### src/rtl/hazard_scoreboard_pkg.sv
// rtl/hazard_scoreboard_pkg.sv - shared types and defaults for the scoreboard hazard unit
package hazard_scoreboard_pkg;

    localparam int NREG_DEF  = 32;
    localparam int NSRC_DEF  = 3;
    localparam int NLONG_DEF = 2;
    localparam int LAT_W_DEF = 6;
    localparam int LAT0_DEF  = 3;
    localparam int LAT1_DEF  = 34;

    typedef enum logic [1:0] {
        KIND_ALU  = 2'd0,
        KIND_LOAD = 2'd1,
        KIND_LONG = 2'd2
    } hazard_issue_kind_t;

    typedef enum logic [1:0] {
        FWD_RF = 2'd0,
        FWD_E  = 2'd1,
        FWD_M  = 2'd2
    } fwd_sel_t;

    typedef enum logic {
        UNIT_MULT = 1'b0,
        UNIT_DIV  = 1'b1
    } long_unit_t;

    typedef struct packed {
        logic stallF;
        logic stallD;
        logic stallE;
        logic stallM;
        logic stallW;
        logic flushF;
        logic flushD;
        logic flushE;
        logic flushM;
    } hazard_control_t;

    // A single long unit still needs a one-bit select port.
    function automatic int unitIdxW(input int n);
        return (n > 1) ? $clog2(n) : 1;
    endfunction

endpackage

### src/rtl/hazard_scoreboard_long_unit_timer.sv
// rtl/hazard_scoreboard_long_unit_timer.sv - countdown tracking one long-latency unit
module long_unit_timer #(
    parameter int LAT_W = 6,
    parameter int LAT   = 3
) (
    input  logic clk,
    input  logic reset,
    input  logic clear,
    input  logic start,
    output logic busy
);

    // The issue cycle itself is the first of the LAT cycles.
    localparam logic [LAT_W-1:0] LOAD_VAL = LAT_W'(LAT - 1);

    logic [LAT_W-1:0] count;

    always_ff @(posedge clk or negedge reset) begin
        if (!reset) begin
            count <= '0;
        end else if (clear) begin
            count <= '0;
        end else if (start) begin
            count <= LOAD_VAL;
        end else if (count != '0) begin
            count <= count - 1'b1;
        end
    end

    assign busy = (count != '0);

endmodule

### src/rtl/hazard_scoreboard.sv
// rtl/hazard_scoreboard.sv - registered-scoreboard hazard unit for the F/D/E/M/W pipeline
module hazard_scoreboard
    import hazard_scoreboard_pkg::*;
#(
    parameter int NREG  = NREG_DEF,
    parameter int NSRC  = NSRC_DEF,
    parameter int NLONG = NLONG_DEF,
    parameter int LAT_W = LAT_W_DEF,
    parameter int LAT0  = LAT0_DEF,
    parameter int LAT1  = LAT1_DEF,
    localparam int IDX_W  = $clog2(NREG),
    localparam int UNIT_W = unitIdxW(NLONG)
) (
    input  logic                    clk,
    input  logic                    reset,
    input  logic                    ireq_valid,
    input  logic                    iresp_data_ok,
    input  logic                    dreq_valid,
    input  logic                    dresp_data_ok,
    input  logic [NSRC*IDX_W-1:0]   srcD,
    input  logic [NSRC-1:0]         srcD_used,
    input  logic                    issue_valid,
    input  logic [IDX_W-1:0]        issue_dst,
    input  logic                    issue_regwrite,
    input  logic [1:0]              issue_kind,
    input  logic [UNIT_W-1:0]       issue_unit,
    input  logic [IDX_W-1:0]        dstE,
    input  logic [IDX_W-1:0]        dstM,
    input  logic                    regwriteE,
    input  logic                    regwriteM,
    input  logic                    readyE,
    input  logic                    readyM,
    input  logic                    wb_valid,
    input  logic [IDX_W-1:0]        wb_dst,
    input  logic                    redirectE,
    input  logic                    flush_all,
    output logic                    stallF,
    output logic                    stallD,
    output logic                    stallE,
    output logic                    stallM,
    output logic                    stallW,
    output logic                    flushF,
    output logic                    flushD,
    output logic                    flushE,
    output logic                    flushM,
    output logic [NSRC*2-1:0]       fwd_sel,
    output logic [NREG-1:0]         busy_vec
);

    hazard_control_t   ctrl;
    hazard_control_t   ctrlOut;
    logic [NREG-1:0]   busyQ;
    logic [NREG-1:0]   busyNext;
    logic [NLONG-1:0]  unitBusy;
    logic              longEQ;
    logic              rawStall;
    logic              structStall;
    logic              hazStall;
    logic              imemWait;
    logic              dmemWait;
    logic              longWait;
    logic              flushAllEff;
    logic              issueFire;
    logic              isLongIssue;
    logic [NSRC*2-1:0] fwdComb;
    logic [IDX_W-1:0]  srcIdx;
    fwd_sel_t          srcSel;

    assign imemWait    = ireq_valid & ~iresp_data_ok;
    assign dmemWait    = dreq_valid & ~dresp_data_ok;
    assign longWait    = longEQ & ~readyE;
    // The source holds flush_all until a data-memory wait lets it through.
    assign flushAllEff = flush_all & ~dmemWait;
    assign isLongIssue = (issue_kind == KIND_LONG);
    assign structStall = issue_valid & isLongIssue & unitBusy[issue_unit];
    assign hazStall    = rawStall | structStall;

    always_comb begin
        rawStall = 1'b0;
        fwdComb  = '0;
        srcIdx   = '0;
        srcSel   = FWD_RF;
        for (int s = 0; s < NSRC; s++) begin
            srcIdx = srcD[s*IDX_W +: IDX_W];
            srcSel = FWD_RF;
            if (srcD_used[s] && (srcIdx != '0)) begin
                if (regwriteE && readyE && (srcIdx == dstE)) begin
                    srcSel = FWD_E;
                end else if (regwriteM && readyM && (srcIdx == dstM)) begin
                    srcSel = FWD_M;
                end else if (busyQ[srcIdx] && issue_valid) begin
                    rawStall = 1'b1;
                end
            end
            fwdComb[s*2 +: 2] = srcSel;
        end
    end

    always_comb begin
        ctrl        = '0;
        ctrl.stallF = hazStall | imemWait | dmemWait | longWait;
        ctrl.stallD = hazStall | dmemWait | longWait;
        ctrl.stallE = dmemWait | longWait;
        ctrl.stallM = dmemWait;
        ctrl.stallW = 1'b0;
        ctrl.flushF = redirectE;
        ctrl.flushD = redirectE;
        ctrl.flushE = ctrl.stallD & ~ctrl.stallE;
        ctrl.flushM = longWait & ~dmemWait;
        if (flushAllEff) begin
            ctrl.stallF = 1'b0;
            ctrl.stallD = 1'b0;
            ctrl.stallE = 1'b0;
            ctrl.stallM = 1'b0;
            ctrl.flushF = 1'b1;
            ctrl.flushD = 1'b1;
            ctrl.flushE = 1'b1;
            ctrl.flushM = 1'b1;
        end
    end

    assign issueFire = issue_valid & ~ctrl.stallD & ~ctrl.flushD;

    // Outputs go quiet the moment reset drops, not at the next edge.
    assign ctrlOut = reset ? ctrl : '0;
    assign fwd_sel = reset ? fwdComb : '0;
    assign stallF  = ctrlOut.stallF;
    assign stallD  = ctrlOut.stallD;
    assign stallE  = ctrlOut.stallE;
    assign stallM  = ctrlOut.stallM;
    assign stallW  = ctrlOut.stallW;
    assign flushF  = ctrlOut.flushF;
    assign flushD  = ctrlOut.flushD;
    assign flushE  = ctrlOut.flushE;
    assign flushM  = ctrlOut.flushM;

    always_comb begin
        busyNext = busyQ;
        if (wb_valid) begin
            busyNext[wb_dst] = 1'b0;
        end
        if (issueFire && issue_regwrite && (issue_dst != '0)) begin
            busyNext[issue_dst] = 1'b1;
        end
        busyNext[0] = 1'b0;
        if (flushAllEff) begin
            busyNext = '0;
        end
    end

    always_ff @(posedge clk or negedge reset) begin
        if (!reset) begin
            busyQ  <= '0;
            longEQ <= 1'b0;
        end else begin
            busyQ <= busyNext;
            if (flushAllEff) begin
                longEQ <= 1'b0;
            end else if (!ctrl.stallE) begin
                longEQ <= issueFire & isLongIssue;
            end
        end
    end

    assign busy_vec = busyQ;

    for (genvar u = 0; u < NLONG; u++) begin : genTimer
        long_unit_timer #(
            .LAT_W (LAT_W),
            .LAT   ((u == 0) ? LAT0 : LAT1)
        ) uTimer (
            .clk   (clk),
            .reset (reset),
            .clear (flushAllEff),
            .start (issueFire & isLongIssue & (issue_unit == UNIT_W'(u))),
            .busy  (unitBusy[u])
        );
    end

endmodule
### config.mk
export PLATFORM = sky130hd
export DESIGN_NAME = hazard_scoreboard
export DESIGN_NICKNAME = d
export VERILOG_FILES = /design/src/rtl/hazard_scoreboard_pkg.sv /design/src/rtl/hazard_scoreboard_long_unit_timer.sv /design/src/rtl/hazard_scoreboard.sv
export SDC_FILE = /design/constraint.sdc
export NUM_CORES = 1
export LEC_CHECK = 0
export BUFFER_PORTS_ARGS = -buffer_cell sky130_fd_sc_hd__buf_2
export CAP_MARGIN = 0
export CORE_AREA = 2 2 128 130
export DETAILED_ROUTE_END_ITERATION = 6
export DIE_AREA = 0 0 130 132
export GPL_TIMING_DRIVEN = 1
export HOLD_SLACK_MARGIN = 0.1
export PLACE_DENSITY = 0.45
export SLEW_MARGIN = 20
export SYNTH_ARGS = -nofsm -noshare
export SYNTH_HDL_FRONTEND = slang
export SYNTH_HIERARCHICAL = 1
export SYNTH_SLANG_ARGS = --single-unit
export TNS_END_PERCENT = 5
### constraint.sdc
create_clock -name clk -period 8.5 [get_ports clk]
set_input_delay 1.7 -clock clk [delete_from_list [all_inputs] [get_ports clk]]
set_output_delay 1.7 -clock clk [all_outputs]
set_load 0.01 [all_outputs]
==> flow_metrics.tcl <==
set metrics [dict create \
    crit_type "primary input to output port" \
    rows 46 \
    switchingPower_mw 0.2732 \
    nNetsFinal 548 \
    rsz0062_at_grt "false" \
    ys.flop_type "dfrtp_1" \
    worstHoldEndpoint "longEQ" \
    core_um2 15710 \
    areaGrowthSynthToFinish_pct 20.81 \
    max-vdd-ir-drop_mv 0.07828 \
    arrival_ps 4160 \
    cts.sinks 44 \
    fmax_mhz 170.6 \
    place_inst 697 \
    num_antenna_cells 0 \
    ant_nets 0 \
    cts_resized 0 \
    crit_path_end_kind "output port" \
    synth-seq-area-share 0.2856 \
    clock_path_buffers 2 \
    finalCritPeriodShare 0.6898 \
    overflow 0 \
    drtIter0Drc 249 \
    grt_start_max_net_pins 52 \
    cp_max_fo 36 \
    ctsHtreeMaxLevel 2 \
    cp_cell_sequence "buf_2 -> mux4_2 -> mux2_2 -> a211oi_2 -> nor4bb_1 -> or2_1 -> buf_4 -> o311a_1 -> buf_2" \
    worst-slew-pin-transition_ps 932.1 \
    worstRegToRegCells 12 \
    vias 3938 \
    die_h_um 132 \
    die_w_um 130 \
    seqCellArea_um2 1101 \
    status "finished, final reports clean" \
    p_int_mw 0.4823 \
    multi_input_area_um2 2531 \
    numPortBuffers 100 \
    track_usage 0.1646 \
    async_reset_ff_frac 1.000 \
    gp_congestion 0.8404 \
    first_pass_iters 5 \
    r2r_slack_ps 4850 \
    pwr-share-clk 0.299 \
    setup_viol 0 \
    drc 0 \
    post-cts-setup-buffers 0 \
    synth_area_um2 3855 \
    pwr_density_cell_nw_per_um2 162.2 \
    maxCapViolCount 0 \
    max_stage_delay_ps 550 \
    antenna_found_initial 0 \
    synth_edf_count 0 \
    synth_cell_types 68 \
    min_period_ps 5863 \
    final_common_cell "buf_2" \
    start_util 0.2453 \
    avgViaCountPerCell 5.586 \
    ioPinCount 103 \
    clkTransAtPathRegs_ps 60 \
    final_cells 705 \
    hp-class "flip-flop to flip-flop" \
    seqPwrFrac 0.347 \
    hp-start "longEQ" \
    swShare 0.3616 \
    drive_gt1_frac 0.3047 \
    numCtsBuffers 5 \
    hold_depth 2 \
    cts_root_buffer "clkbuf_16" \
    final_cell_mix "buf_2, dfrtp_1, o211ai_1, o41ai_1, xnor2_1" \
    crit_slowest_cell "mux4_2" \
    syn_area_per_cell_um2 9.472 \
    ys_warn_count 6 \
    yosys_register_bits 44 \
    grt_pass1_wl_um 22100 \
    wire_per_inst_um 20.26 \
    crit_path_frequent_cell "buf_2" \
    hold_viol 0 \
    setup_tns_ps 0 \
    critPathLaunchType "primary input" \
    grt_pass1_vias 3925 \
    place_hpwl_um 10750 \
    slew_viol_final 0 \
    p_leak_nw 1.953 \
    combPwrFrac 0.355 \
    reg2reg_to "genTimer[0].uTimer/count[5]" \
    cts_hold_buf 0 \
    clk_latency_ps 290 \
    wl_um 14290 \
    crit_required_ps 6800 \
    cts_tree "done" \
    timing.rr.start "genTimer[1].uTimer/count[0]" \
    fin_skew_ps 6.463 \
    syn-instance-count 407 \
    die-area_um2 17160 \
    fillers 1669 \
    relSlewSlack 0.3729 \
    total_power_mw 0.7555 \
]
[layout make-up]
type                            count  share of cell area
Clock inverter                      3            0.009941
Tap cell                          216             0.05803
Sequential cell                    44              0.2364
Timing Repair Buffer              104              0.1139
Multi-Input combinational cell    319              0.5435
Clock buffer                        5             0.02687
Inverter                           14             0.01128
[power by group through the flow]
stage	Sequential [mW]	Clock (mW)	Combinational [mW]
3_3_place_gp	0.265	0	0.258
6_report	0.262	0.226	0.268
3_5_place_dp	0.265	0	0.266
5_1_grt	0.267	0.238	0.302
4_1_cts	0.261	0.231	0.268
2_1_floorplan	0.258	0	0.202
[cells in the mapped netlist (3+ instances only)]
| master | instances | area (um2) |
|---|---|---|
| nand2_1 | 19 | 71.32 |
| buf_4 | 3 | 22.52 |
| o31ai_1 | 7 | 52.55 |
| nor4_1 | 9 | 56.30 |
| nor2_1 | 15 | 56.30 |
| nand3b_1 | 9 | 67.56 |
| mux2_2 | 7 | 78.83 |
| nand2b_1 | 3 | 18.77 |
| o21ai_0 | 7 | 35.03 |
| or3_1 | 6 | 37.54 |
| and3_1 | 5 | 31.28 |
| ha_1 | 4 | 50.05 |
| inv_1 | 13 | 48.80 |
| xor2_1 | 10 | 87.58 |
| nor3_1 | 9 | 45.04 |
| nand3_1 | 12 | 60.06 |
| nand4_1 | 7 | 43.79 |
| a211oi_1 | 3 | 22.52 |
| xnor2_1 | 21 | 183.9 |
| clkbuf_1 | 13 | 48.80 |
| nor2b_1 | 8 | 50.05 |
| buf_2 | 6 | 30.03 |
| or4_1 | 3 | 22.52 |
| mux4_2 | 13 | 292.8 |
| o21a_1 | 3 | 22.52 |
| buf_1 | 3 | 11.26 |
| or2_2 | 4 | 25.02 |
| o211ai_1 | 32 | 240.2 |
| mux2i_1 | 17 | 170.2 |
| a21oi_1 | 8 | 40.04 |
| dfrtp_1 | 44 | 1101 |
| or3b_2 | 5 | 43.79 |
| nor3b_1 | 3 | 22.52 |
| buf_6 | 5 | 56.30 |
| o41ai_1 | 31 | 271.5 |
| o221ai_1 | 3 | 26.28 |
[cells by family after synthesis]
kind of cell | synth area share
DFF | 0.2856
muxes | 0.1405
and+or+nand+nor | 0.1902
buffers and inverters | 0.05875
xor gates and xnor gates | 0.07043
AOI/OAI and AO/OA | 0.2405
other | 0.0009728
adders and majority gates | 0.01298
[how the worst max path moves through the flow]
stage                        start  endpoint  slack [ps]  depth (start not counted)
after detailed placement   srcD[0]    flushE        2640                          9
after floorplan           srcD[12]    stallD        3140                          9
final                      srcD[0]    flushE        2640                          9
after global routing      srcD[10]    stallF        2390                          7
after CTS                  srcD[0]    flushE        2630                          9
after global placement    srcD[10]    stallF        2690                          7
[through the flow]
stage          utilization  hold slack, ps  setup slack (ps)  cell area, um2
2_1_floorplan            -           469.5              3137            3859
3_3_place_gp        0.2855           494.0              2691            4486
3_5_place_dp        0.2855           495.1              2639            4486
4_1_cts             0.2964           509.6              2626            4657
5_1_grt             0.2964           558.1              2385            4657
6_report            0.2964           508.0              2637            4657
[routing by layer]
metal  global-route usage  vias to the layer above  share of wire
met3              0.02638                       25          0.070
met5                    0                        -              0
met1               0.2307                     1942           0.46
met2               0.2542                      181           0.45
met4              0.06033                        0          0.027
li1                     -                     1790              -
[sequential cells by signal (all words and copies together) (netlist names)]
name	flops
longEQ	1
genTimer.uTimer/count	12
busy_vec	31
[worst max-delay path: cells and delay by family]
kind | cells | cell delay, ps
AOI/OAI and AO/OA | 2 | 580
buffers and inverters | 3 | 680
and+or+nand+nor | 2 | 340
muxes | 2 | 850
No activity file was read; power rests on OpenSTA's default activity.
